===== config.mk =====
export PLATFORM = sky130hd
export DESIGN_NAME = baccarat_round_scheduler_flat
export DESIGN_NICKNAME = d
export VERILOG_FILES = /design/src/rtl/baccarat_round_scheduler_pkg.sv /design/src/rtl/baccarat_round_scheduler_if.sv /design/src/rtl/baccarat_round_scheduler_sat_counter.sv /design/src/rtl/baccarat_round_scheduler.sv /design/src/flat_wrapper.sv
export SDC_FILE = /design/constraint.sdc
export NUM_CORES = 1
export LEC_CHECK = 0
export ABC_CLOCK_PERIOD_IN_PS = 3700
export CORE_MARGIN = 5
export CORE_UTILIZATION = 56
export CTS_BUF_LIST = sky130_fd_sc_hd__clkbuf_4 sky130_fd_sc_hd__clkbuf_8
export CTS_CLUSTER_SIZE = 12
export DETAILED_ROUTE_END_ITERATION = 12
export PLACE_DENSITY_LB_ADDON = 0.15
export SYNTH_ARGS = -nofsm -noshare
export SYNTH_HDL_FRONTEND = slang
export SYNTH_HIERARCHICAL = 1
export SYNTH_SLANG_ARGS = --single-unit

===== constraint.sdc =====
create_clock -name slow_clock -period 3.7 [get_ports slow_clock]
set_input_delay 0.555 -clock slow_clock [delete_from_list [all_inputs] [get_ports slow_clock]]
set_output_delay 0.555 -clock slow_clock [all_outputs]
set_load 0.05 [all_outputs]

===== src/rtl/baccarat_round_scheduler_pkg.sv =====
// -----------------------------------------------------------------------------
// baccarat_pkg
// Shared types and defaults for the baccarat round scheduler.
//   round_state_t : scheduler FSM states (ABORT only with BACCARAT_ROUND_WATCHDOG_EN)
//   result_t      : round outcome encoding, bit0 = player lit, bit1 = dealer lit
//   DEF_*         : default timing constants
// -----------------------------------------------------------------------------
package baccarat_pkg;

    typedef enum logic [2:0] {
        ST_IDLE,
        ST_RST,
        ST_PLAY,
`ifdef BACCARAT_ROUND_WATCHDOG_EN
        ST_HOLD,
        ST_ABORT
`else
        ST_HOLD
`endif
    } round_state_t;

    typedef enum logic [1:0] {
        RES_NONE   = 2'b00,
        RES_PLAYER = 2'b01,
        RES_DEALER = 2'b10,
        RES_TIE    = 2'b11
    } result_t;

    localparam int DEF_HOLD_CYCLES = 4;
    localparam int DEF_RST_CYCLES  = 2;
    localparam int DEF_TIMEOUT     = 16;

    // The encoding is chosen so that the two lights map straight onto it:
    // both lit gives TIE without any extra priority logic.
    function automatic result_t classify(input logic player_lit, input logic dealer_lit);
        return result_t'({dealer_lit, player_lit});
    endfunction

    function automatic int max3(input int a, input int b, input int c);
        int m;
        m = (a > b) ? a : b;
        return (m > c) ? m : c;
    endfunction

endpackage


===== src/rtl/baccarat_round_scheduler_if.sv =====
// -----------------------------------------------------------------------------
// baccarat_round_scheduler_if
// Control/status bundle between the top-level controls, the card-dealing
// statemachine and the round scheduler.
//   start, stop                        : session controls (from keys/switches)
//   player_win_light, dealer_win_light : from the statemachine
//   sm_resetb                          : drives the statemachine reset
//   busy, result_valid, last_result    : scheduler status
//   player_wins, dealer_wins, ties,
//   rounds_played                      : CNT_W-bit tallies
//   err                                : watchdog flag
// Modports: master = environment side, slave = scheduler side.
// -----------------------------------------------------------------------------
interface baccarat_round_scheduler_if #(
    parameter int CNT_W = 8
);
    logic             start;
    logic             stop;
    logic             player_win_light;
    logic             dealer_win_light;
    logic             sm_resetb;
    logic             busy;
    logic             result_valid;
    logic [1:0]       last_result;
    logic [CNT_W-1:0] player_wins;
    logic [CNT_W-1:0] dealer_wins;
    logic [CNT_W-1:0] ties;
    logic [CNT_W-1:0] rounds_played;
    logic             err;

    modport master (
        output start, stop, player_win_light, dealer_win_light,
        input  sm_resetb, busy, result_valid, last_result,
               player_wins, dealer_wins, ties, rounds_played, err
    );

    modport slave (
        input  start, stop, player_win_light, dealer_win_light,
        output sm_resetb, busy, result_valid, last_result,
               player_wins, dealer_wins, ties, rounds_played, err
    );
endinterface


===== src/rtl/baccarat_round_scheduler_sat_counter.sv =====
// -----------------------------------------------------------------------------
// sat_counter
// Up-counter that sticks at all-ones instead of wrapping.
//   clk, rst_n : clock, asynchronous active-low reset
//   clr        : synchronous clear (wins over inc)
//   inc        : count up by one unless already saturated
//   count      : current value
// -----------------------------------------------------------------------------
module sat_counter #(
    parameter int CNT_W = 8
) (
    input  logic             clk,
    input  logic             rst_n,
    input  logic             clr,
    input  logic             inc,
    output logic [CNT_W-1:0] count
);
    always_ff @(posedge clk or negedge rst_n) begin
        if (!rst_n) begin
            count <= '0;
        end else if (clr) begin
            count <= '0;
        end else if (inc && (count != '1)) begin
            count <= count + 1'b1;
        end
    end
endmodule


===== src/rtl/baccarat_round_scheduler.sv =====
// -----------------------------------------------------------------------------
// baccarat_round_scheduler
// Runs back-to-back baccarat rounds on the card-dealing statemachine: pulses
// its reset, waits for a win light, tallies the outcome, holds the result for
// display, then repeats until NUM_ROUNDS rounds are done or stop is seen.
//   slow_clock : clock
//   resetb     : asynchronous active-low reset
//   bus        : baccarat_round_scheduler_if.slave (controls, lights, status)
// Optional build macro BACCARAT_ROUND_WATCHDOG_EN adds a PLAY watchdog that
// aborts a round after TIMEOUT cycles without a light and raises err.
// -----------------------------------------------------------------------------
module baccarat_round_scheduler
    import baccarat_pkg::*;
#(
    parameter int NUM_ROUNDS  = 8,
    parameter int HOLD_CYCLES = DEF_HOLD_CYCLES,
    parameter int RST_CYCLES  = DEF_RST_CYCLES,
    parameter int CNT_W       = 8,
    parameter int TIMEOUT     = DEF_TIMEOUT
) (
    input logic                       slow_clock,
    input logic                       resetb,
    baccarat_round_scheduler_if.slave bus
);
    // One timer is shared by RST, HOLD and (optionally) PLAY.
    localparam int TMR_W = $clog2(max3(HOLD_CYCLES, RST_CYCLES, TIMEOUT) + 1);
    localparam logic [TMR_W-1:0] RST_LAST  = TMR_W'(RST_CYCLES - 1);
    localparam logic [TMR_W-1:0] HOLD_LAST = TMR_W'(HOLD_CYCLES - 1);
`ifdef BACCARAT_ROUND_WATCHDOG_EN
    localparam logic [TMR_W-1:0] PLAY_LAST = TMR_W'(TIMEOUT - 1);
`endif

    round_state_t     state_q, state_d;
    logic [TMR_W-1:0] tmr_q, tmr_d;
    result_t          result_q, result_d, outcome;
    logic             stop_seen_q, stop_seen_d;
    logic             sm_resetb_q, busy_q, result_valid_q;
    logic             clr_tally, inc_player, inc_dealer, inc_tie, inc_round;
    logic             any_light, rounds_done;
    logic [CNT_W-1:0] player_wins, dealer_wins, ties, rounds_played;
`ifdef BACCARAT_ROUND_WATCHDOG_EN
    logic             err_q, err_d;
`endif

    assign any_light   = bus.player_win_light | bus.dealer_win_light;
    assign rounds_done = (NUM_ROUNDS != 0) && (int'(rounds_played) == NUM_ROUNDS);

    always_comb begin
        state_d     = state_q;
        tmr_d       = tmr_q;
        result_d    = result_q;
        clr_tally   = 1'b0;
        inc_player  = 1'b0;
        inc_dealer  = 1'b0;
        inc_tie     = 1'b0;
        inc_round   = 1'b0;
        outcome     = classify(bus.player_win_light, bus.dealer_win_light);
        // stop is remembered from any busy cycle, including the expiry edge.
        stop_seen_d = stop_seen_q | ((state_q != ST_IDLE) & bus.stop);
`ifdef BACCARAT_ROUND_WATCHDOG_EN
        err_d       = err_q;
`endif
        case (state_q)
            ST_IDLE: begin
                stop_seen_d = 1'b0;
                if (bus.start) begin
                    state_d   = ST_RST;
                    tmr_d     = '0;
                    clr_tally = 1'b1;
                    result_d  = RES_NONE;
`ifdef BACCARAT_ROUND_WATCHDOG_EN
                    err_d     = 1'b0;
`endif
                end
            end
            ST_RST: begin
                if (tmr_q == RST_LAST) begin
                    state_d = ST_PLAY;
                    tmr_d   = '0;
                end else begin
                    tmr_d = tmr_q + 1'b1;
                end
            end
            ST_PLAY: begin
                if (any_light) begin
                    state_d    = ST_HOLD;
                    tmr_d      = '0;
                    result_d   = outcome;
                    inc_player = (outcome == RES_PLAYER);
                    inc_dealer = (outcome == RES_DEALER);
                    inc_tie    = (outcome == RES_TIE);
                    inc_round  = 1'b1;
`ifdef BACCARAT_ROUND_WATCHDOG_EN
                end else if (tmr_q == PLAY_LAST) begin
                    state_d = ST_ABORT;
                    err_d   = 1'b1;
                end else begin
                    tmr_d = tmr_q + 1'b1;
`endif
                end
            end
            ST_HOLD: begin
                if (tmr_q == HOLD_LAST) begin
                    if (stop_seen_d || rounds_done) begin
                        state_d     = ST_IDLE;
                        stop_seen_d = 1'b0;
                    end else begin
                        state_d = ST_RST;
                        tmr_d   = '0;
                    end
                end else begin
                    tmr_d = tmr_q + 1'b1;
                end
            end
`ifdef BACCARAT_ROUND_WATCHDOG_EN
            ST_ABORT: begin
                state_d     = ST_IDLE;
                stop_seen_d = 1'b0;
            end
`endif
            default: state_d = ST_IDLE;
        endcase
    end

    // Status outputs are registered from the next state so they line up
    // with the state they describe and never see the inputs combinationally.
    always_ff @(posedge slow_clock or negedge resetb) begin
        if (!resetb) begin
            state_q        <= ST_IDLE;
            tmr_q          <= '0;
            result_q       <= RES_NONE;
            stop_seen_q    <= 1'b0;
            sm_resetb_q    <= 1'b0;
            busy_q         <= 1'b0;
            result_valid_q <= 1'b0;
        end else begin
            state_q        <= state_d;
            tmr_q          <= tmr_d;
            result_q       <= result_d;
            stop_seen_q    <= stop_seen_d;
            sm_resetb_q    <= (state_d == ST_PLAY) || (state_d == ST_HOLD);
            busy_q         <= (state_d != ST_IDLE);
            result_valid_q <= (state_d == ST_HOLD);
        end
    end

`ifdef BACCARAT_ROUND_WATCHDOG_EN
    always_ff @(posedge slow_clock or negedge resetb) begin
        if (!resetb) begin
            err_q <= 1'b0;
        end else begin
            err_q <= err_d;
        end
    end
    assign bus.err = err_q;
`else
    assign bus.err = 1'b0;
`endif

    sat_counter #(.CNT_W(CNT_W)) u_player_cnt (
        .clk(slow_clock), .rst_n(resetb), .clr(clr_tally), .inc(inc_player), .count(player_wins)
    );
    sat_counter #(.CNT_W(CNT_W)) u_dealer_cnt (
        .clk(slow_clock), .rst_n(resetb), .clr(clr_tally), .inc(inc_dealer), .count(dealer_wins)
    );
    sat_counter #(.CNT_W(CNT_W)) u_tie_cnt (
        .clk(slow_clock), .rst_n(resetb), .clr(clr_tally), .inc(inc_tie), .count(ties)
    );
    sat_counter #(.CNT_W(CNT_W)) u_round_cnt (
        .clk(slow_clock), .rst_n(resetb), .clr(clr_tally), .inc(inc_round), .count(rounds_played)
    );

    assign bus.sm_resetb     = sm_resetb_q;
    assign bus.busy          = busy_q;
    assign bus.result_valid  = result_valid_q;
    assign bus.last_result   = result_q;
    assign bus.player_wins   = player_wins;
    assign bus.dealer_wins   = dealer_wins;
    assign bus.ties          = ties;
    assign bus.rounds_played = rounds_played;
endmodule


===== src/flat_wrapper.sv =====
// flat-port wrapper written by rule: the top's interface ports become plain ports
module baccarat_round_scheduler_flat import baccarat_pkg::*;
#(
    parameter int NUM_ROUNDS  = 8,
    parameter int HOLD_CYCLES = DEF_HOLD_CYCLES,
    parameter int RST_CYCLES  = DEF_RST_CYCLES,
    parameter int CNT_W       = 8,
    parameter int TIMEOUT     = DEF_TIMEOUT
)
  (slow_clock, resetb, bus_start, bus_stop, bus_player_win_light, bus_dealer_win_light, bus_sm_resetb, bus_busy, bus_result_valid, bus_last_result, bus_player_wins, bus_dealer_wins, bus_ties, bus_rounds_played, bus_err);
  baccarat_round_scheduler_if #(.CNT_W(CNT_W)) bus_i ();
  input logic slow_clock;
  input logic resetb;
  input wire logic [$bits(bus_i.start)-1:0] bus_start;
  input wire logic [$bits(bus_i.stop)-1:0] bus_stop;
  input wire logic [$bits(bus_i.player_win_light)-1:0] bus_player_win_light;
  input wire logic [$bits(bus_i.dealer_win_light)-1:0] bus_dealer_win_light;
  output wire logic [$bits(bus_i.sm_resetb)-1:0] bus_sm_resetb;
  output wire logic [$bits(bus_i.busy)-1:0] bus_busy;
  output wire logic [$bits(bus_i.result_valid)-1:0] bus_result_valid;
  output wire logic [$bits(bus_i.last_result)-1:0] bus_last_result;
  output wire logic [$bits(bus_i.player_wins)-1:0] bus_player_wins;
  output wire logic [$bits(bus_i.dealer_wins)-1:0] bus_dealer_wins;
  output wire logic [$bits(bus_i.ties)-1:0] bus_ties;
  output wire logic [$bits(bus_i.rounds_played)-1:0] bus_rounds_played;
  output wire logic [$bits(bus_i.err)-1:0] bus_err;
  assign bus_i.start = bus_start;
  assign bus_i.stop = bus_stop;
  assign bus_i.player_win_light = bus_player_win_light;
  assign bus_i.dealer_win_light = bus_dealer_win_light;
  assign bus_sm_resetb = bus_i.sm_resetb;
  assign bus_busy = bus_i.busy;
  assign bus_result_valid = bus_i.result_valid;
  assign bus_last_result = bus_i.last_result;
  assign bus_player_wins = bus_i.player_wins;
  assign bus_dealer_wins = bus_i.dealer_wins;
  assign bus_ties = bus_i.ties;
  assign bus_rounds_played = bus_i.rounds_played;
  assign bus_err = bus_i.err;
  baccarat_round_scheduler #(.NUM_ROUNDS(NUM_ROUNDS), .HOLD_CYCLES(HOLD_CYCLES), .RST_CYCLES(RST_CYCLES), .CNT_W(CNT_W), .TIMEOUT(TIMEOUT)) u_core (.slow_clock(slow_clock), .resetb(resetb), .bus(bus_i));
endmodule

## Word-level counts from Yosys, hierarchy flattened

Index checks and enable logic that the tools add are counted.

| operators by class | value |
|---|---|
| add/subtract/negate cells | 5 |
| multiply operators | 0 |
| div/mod/pow operators | 0 |
| magnitude comparators | 0 |
| eq/ne operators | 18 |
| shifts and indexed selects | 0 |
| muxes and demuxes | 36 |
| bitwise logic cells | 3 |
| reductions and logical operators | 17 |

Operators by type and width:

| kind | number |
|---|---|
| two-way mux 8 bit | 8 |
| adder 8 x 1 -> 8 bit, second input constant | 4 |
| != test 8 bit, second input constant | 4 |
| two-way mux 5 bit | 5 |
| one-hot mux 5 bit (4 select lines) | 1 |
| two-way mux 1 bit | 13 |
| == test 3 x 2 -> 1 bit, second input constant | 4 |
| two-way mux 3 bit | 4 |
| one-hot mux 3 bit (4 select lines) | 1 |
| nonzero test 2 bit | 5 |
| == test 8 x 5 -> 1 bit, second input constant | 1 |
| nonzero test 3 bit | 2 |
| adder 5 x 1 -> 5 bit, second input constant | 1 |
| == test 5 x 1 -> 1 bit, second input constant | 1 |
| == test 5 x 2 -> 1 bit, second input constant | 1 |
| == test 2 bit, second input constant | 2 |
| logical AND 1 bit | 4 |
| two-way mux 2 bit | 2 |
| one-hot mux 2 bit (2 select lines) | 1 |
| AND reduction 4 bit | 1 |
| nonzero test 4 bit | 1 |
| == test 3 x 1 -> 1 bit, second input constant | 1 |
| zero test 3 bit | 1 |
| != test 3 bit, second input constant | 1 |
| other kinds (8) | 10 |

| storage, ports and cells | value |
|---|---|
| bits in registers | 46 |
| latch bits | 0 |
| RAM bits | 0 |
| ROM bits | 0 |
| input port bits | 6 |
| word-level logic and storage cells | 90 |
| memories | 0 |

## Logic depth before layout (Yosys ltp)

| depth | value |
|---|---|
| depth after elaboration | 9 |
| mapped depth | 7 |

## Hierarchy

The synthesis kept the hierarchy.

Modules (own cells, without submodules):

| module | instances | cells an instance | area an instance (um^2) | seq. area each (um^2) |
|---|---|---|---|---|
| sat_counter | 4 | 49 | 464.2 | 200.2 |
| baccarat_round_scheduler | 1 | 84 | 814.5 | 350.3 |

## Least setup slack after synthesis

Ideal clock, no wire load.

| timing path | value |
|---|---|
| path type | reg-to-reg |
| start | reg u_core.state_q[2] |
| end | reg u_core.u_round_cnt.count[0] |
| data arrival time | 1.917 ns |
| slack | 1.658 ns |
| cell stages (with the launch flop) | 6 |
| clock period less this slack | 2.042 ns |
| cell sequence | dfrtp_1 or2_2 nor3b_1 clkbuf_1 nor2_1 mux2_2 |

RTL lines:

| what | line | source |
|---|---|---|
| start, declared | baccarat_round_scheduler.sv:33 | `round_state_t state_q, state_d;` |
| start signal, assigned | baccarat_round_scheduler.sv:137 | `state_q <= state_d;` |
| zero test 3 bit (*) | baccarat_round_scheduler.sv:63 | `case (state_q)` |
| two-way mux 1 bit (*) | baccarat_round_scheduler.sv:63 |  |
| via u_core.clr_tally | baccarat_round_scheduler.sv:38 | `logic clr_tally, inc_player, inc_dealer, inc_tie, inc_round;` |
| two-way mux 8 bit or nonzero test 2 bit (tied branches) | -- |  |
| end signal, assigned | baccarat_round_scheduler_sat_counter.sv:24 | `count <= count + 1'b1;` |
| end, declared | baccarat_round_scheduler_sat_counter.sv:16 | `output logic [CNT_W-1:0] count` |

Mark *: on every way through the listed nets, which the timed path passes. The rest lies on a longest branch.
A chain may end at the register's enable or synchronous reset.

## Worst setup path after layout

| timing path | value |
|---|---|
| start | in bus_player_win_light |
| end | reg u_core.u_tie_cnt.count[7] |

| between the ends | value |
|---|---|
| word-level cells in the longest chain between the ends | 5 |

RTL lines:

| what | line | source |
|---|---|---|
| start, declared | flat_wrapper.sv:16 | `input wire logic [$bits(bus_i.player_win_light)-1:0] bus_player_win_light;` |
| == test 2 bit or OR 1 bit (tied branches) | baccarat_round_scheduler.sv:91, baccarat_round_scheduler.sv:45 |  |
| two-way mux 1 bit (*) | baccarat_round_scheduler.sv:85 | `if (any_light) begin` |
| two-way mux 1 bit (*) | baccarat_round_scheduler.sv:63 |  |
| via u_core.inc_tie | baccarat_round_scheduler.sv:38 |  |
| logical AND 1 bit (*) | baccarat_round_scheduler_sat_counter.sv:23 | `end else if (inc && (count != '1)) begin` |
| nonzero test 2 bit (no line) (*) | -- |  |
| end signal, assigned | baccarat_round_scheduler_sat_counter.sv:24 |  |
| end, declared | baccarat_round_scheduler_sat_counter.sv:16 |  |

Marked as above.

==> impl_results.md <==
* Power Total at 0.00126 W
* Grt ovf at 0
* # rows at 25
* Ranking of synthesized cells by area: dfrtp_1, mux2_2, nand2b_1
* Post-CTS resize count at 0
* Synth top area share at 43.1%
* Least-Margin Pin Slew at 0.992 ns
* Most used cell, CP: nand3_1
* Number of flops mapped to enable cells by yosys at 0
* Worst hold slack at 0.431 ns
* Cts hold-fix bufs at 0
* YS warnings at 6
* CP max stage cell: clkdlybuf4s50_1
* Most common cell after layout, fill and taps aside: dfrtp_1
* Die Width at 79.1 um
* Slew headroom at 33.8%
* Top FF cell, synth: dfrtp_1
* CP Class: in2reg
* Leading area contributor after synthesis: dfrtp_1
* CP peak stage delay at 0.57 ns
* Initial antenna violation count at 0
* Layout Nets at 333
* Post-route cell area at 0.00323 sq mm
* Tcrit/Tclk final at 62.8%
* Post-Syn Area at 0.00267 sq mm
* Total Die Area at 0.00625 sq mm
* Fraction of layout cells with a size suffix above 1 at 11.5%
* Worst vdd ir at 329 uV
* Synthesis-to-finish area growth at 20.8%
* Startpoint Class: input pin
* First-pass GRT wire length at 9600 um
* Setup TNS at 0 ns
* Root buf cell: clkbuf_8
* F_max at 430 MHz
* Global placement routability congestion at 0.868
* Die Y at 79.1 um
* Yosys cell types at 51
* Leak Pwr at 1.35 nW
* Pins Over Slew Limit at 0
* CP arrival at 2.53 ns
* Drc violations at 0
* Post-synthesis sequential area ratio at 43.1%
* Final HPWL DP at 3980 um
* Worst reg2reg path depth at 6
* H-tree Lvls at 2
* Period minus WS final at 2.32 ns
* Commonest non-fill, non-tap cells in the layout: dfrtp_1, clkdlybuf4s50_1, nor2_1
* Syn avg cell area at 9.54 sq um
* Cts bufs inserted at 5
* CORE AREA at 0.00469 sq mm
* Status: completed
* CTS Sinks at 46
* CTS tree: yes
* CP cell instances: clkdlybuf4s50_1 -> nand3_1 -> nor2_1 -> nand3_1 -> or3_1 -> a211oi_1
* Via-per-instance ratio at 5.95
* Wirelength, routed at 5660 um
* Seq cells post-synth at 46
* Total Routing Usage GR at 19.1%
* Crit end category: register
* Non-filler instance count after layout at 376
* Via count at 2237
* Pin count of the biggest net entering global routing at 47
* Antenna Cells at 0
* Reg2reg setup slack at 1.46 ns
* PwrDens at 390 mW/mm^2
* RSZ-0062 raised after global routing: no
* Wire per inst at 15.1 um
* Clock skew at 0.00584 ns
* # Post-CTS Setup Buffers at 0
* Io pins at 44
* Vias in the first global route at 1979
* Crit-path max FO at 9
* 1st-iter DRT viols at 144
* Asr flop ratio synth at 100%
* Max Cap Violations at 0
* Max clock buf depth at 2
* R2R Path Start: u_core/state_q[2]
* Hold WC Path Type: in2async
* I/O Buffers at 42
* Final Hold Vio Count at 0
* TritonRoute pass-1 iters at 4
* Placed Cells at 368
* Clock slew at reported path FFs at 0.08 ns
* Starting density of the core at 56.9%
* Req. time, crit path at 3.90 ns
* Final ANT Viol Nets at 0
* Endpoints failing setup at 0
* Synthesized instance count at 280
* DP Area at 0.00312 sq mm
* Worst-Skew Late Latency at 0.29 ns
* Worst R2R End: u_core/u_tie_cnt/count[7]
==> synth_stat cells (5+ instances only) <==
cell	instances
a211oi_1	5
a21oi_1	14
a31oi_1	5
and3_1	5
dfrtp_1	46
ha_1	6
inv_1	16
mux2_2	9
nand2_1	12
nand2b_1	14
nand3_1	12
nand4_1	5
nor2_1	17
nor2b_1	13
nor3_1	16
nor3b_1	5
nor4_1	5
o21ai_0	6
==> area by class of cell <==
cell class                      count  area (sq um)
Clock buffer                        8           110
Fill cell                         386          1470
Inverter                           16          60.1
Multi-Input combinational cell    209          1420
Sequential cell                    46          1150
Tap cell                           54          67.6
Timing Repair Buffer               43           423
==> kinds of logic after synthesis <==
family | after synthesis | share of synthesized area [%]
simple gates | 130 | 29.4
compound gates | 57 | 14.7
flops | 46 | 43.1
buf+inv | 26 | 4.26
mux | 13 | 5.29
fa+ha+maj | 6 | 2.81
other cells | 1 | 0.140
xor+xnor | 1 | 0.328
==> how the worst max path moves through the flow <==
stage | startpoint | slack (ns) | cells past startpoint | endpoint
after floorplan | u_core/state_q[2] | 1.66 | 5 | u_core/u_round_cnt/count[0]
after detailed placement | bus_player_win_light | 1.11 | 6 | u_core/u_tie_cnt/count[7]
after global routing | bus_player_win_light | 1.09 | 6 | u_core/u_tie_cnt/count[5]
after CTS | bus_player_win_light | 1.40 | 6 | u_core/u_tie_cnt/count[7]
final | bus_player_win_light | 1.38 | 6 | u_core/u_tie_cnt/count[7]
after global placement | bus_player_win_light | 1.19 | 6 | u_core/u_tie_cnt/count[5]
==> critical path: cells and delay by family <==
family,cells,cell delay (ns)
compound gates,1,0.23
buf+inv,1,0.57
simple gates,4,1.18
==> layer usage <==
layer  GRT usage [%]  vias to the layer above  share of wire, %
met2            31.4                       43                49
met4            5.15                        0              0.67
li1                -                     1104                 -
met5               0                        -                 0
met3            3.97                        4               3.4
met1            25.7                     1086                47
==> through the flow <==
stage                     util, %  setup WS (ns)
after floorplan                 -           1.66
after global placement       66.4           1.19
after detailed placement     66.4           1.11
after CTS                    68.8           1.40
after global routing         68.8           1.09
final                        68.8           1.38
==> power breakdown <==
part	total, W	internal (W)	leakage, nW	switching [W]
Sequential	0.000595	0.000543	0.633	0.0000525
Clock	0.000346	0.000189	0.0575	0.000158
Combinational	0.000318	0.000122	0.655	0.000196
Total	0.00126	0.000854	1.35	0.000406
==> state kept, by name, summed over array words and instances, names as in the netlist <==
signal,flops
u_core/state_q,3
u_core/tmr_q,5
u_core/bus.result_valid,1
u_core/u_round_cnt/count,8
u_core/bus.sm_resetb,1
u_core/bus.last_result,2
u_core/stop_seen_q,1
u_core/bus.busy,1
u_core/u_player_cnt/count,8
u_core/u_dealer_cnt/count,8
u_core/u_tie_cnt/count,8
(Power assumes the default switching activity.)
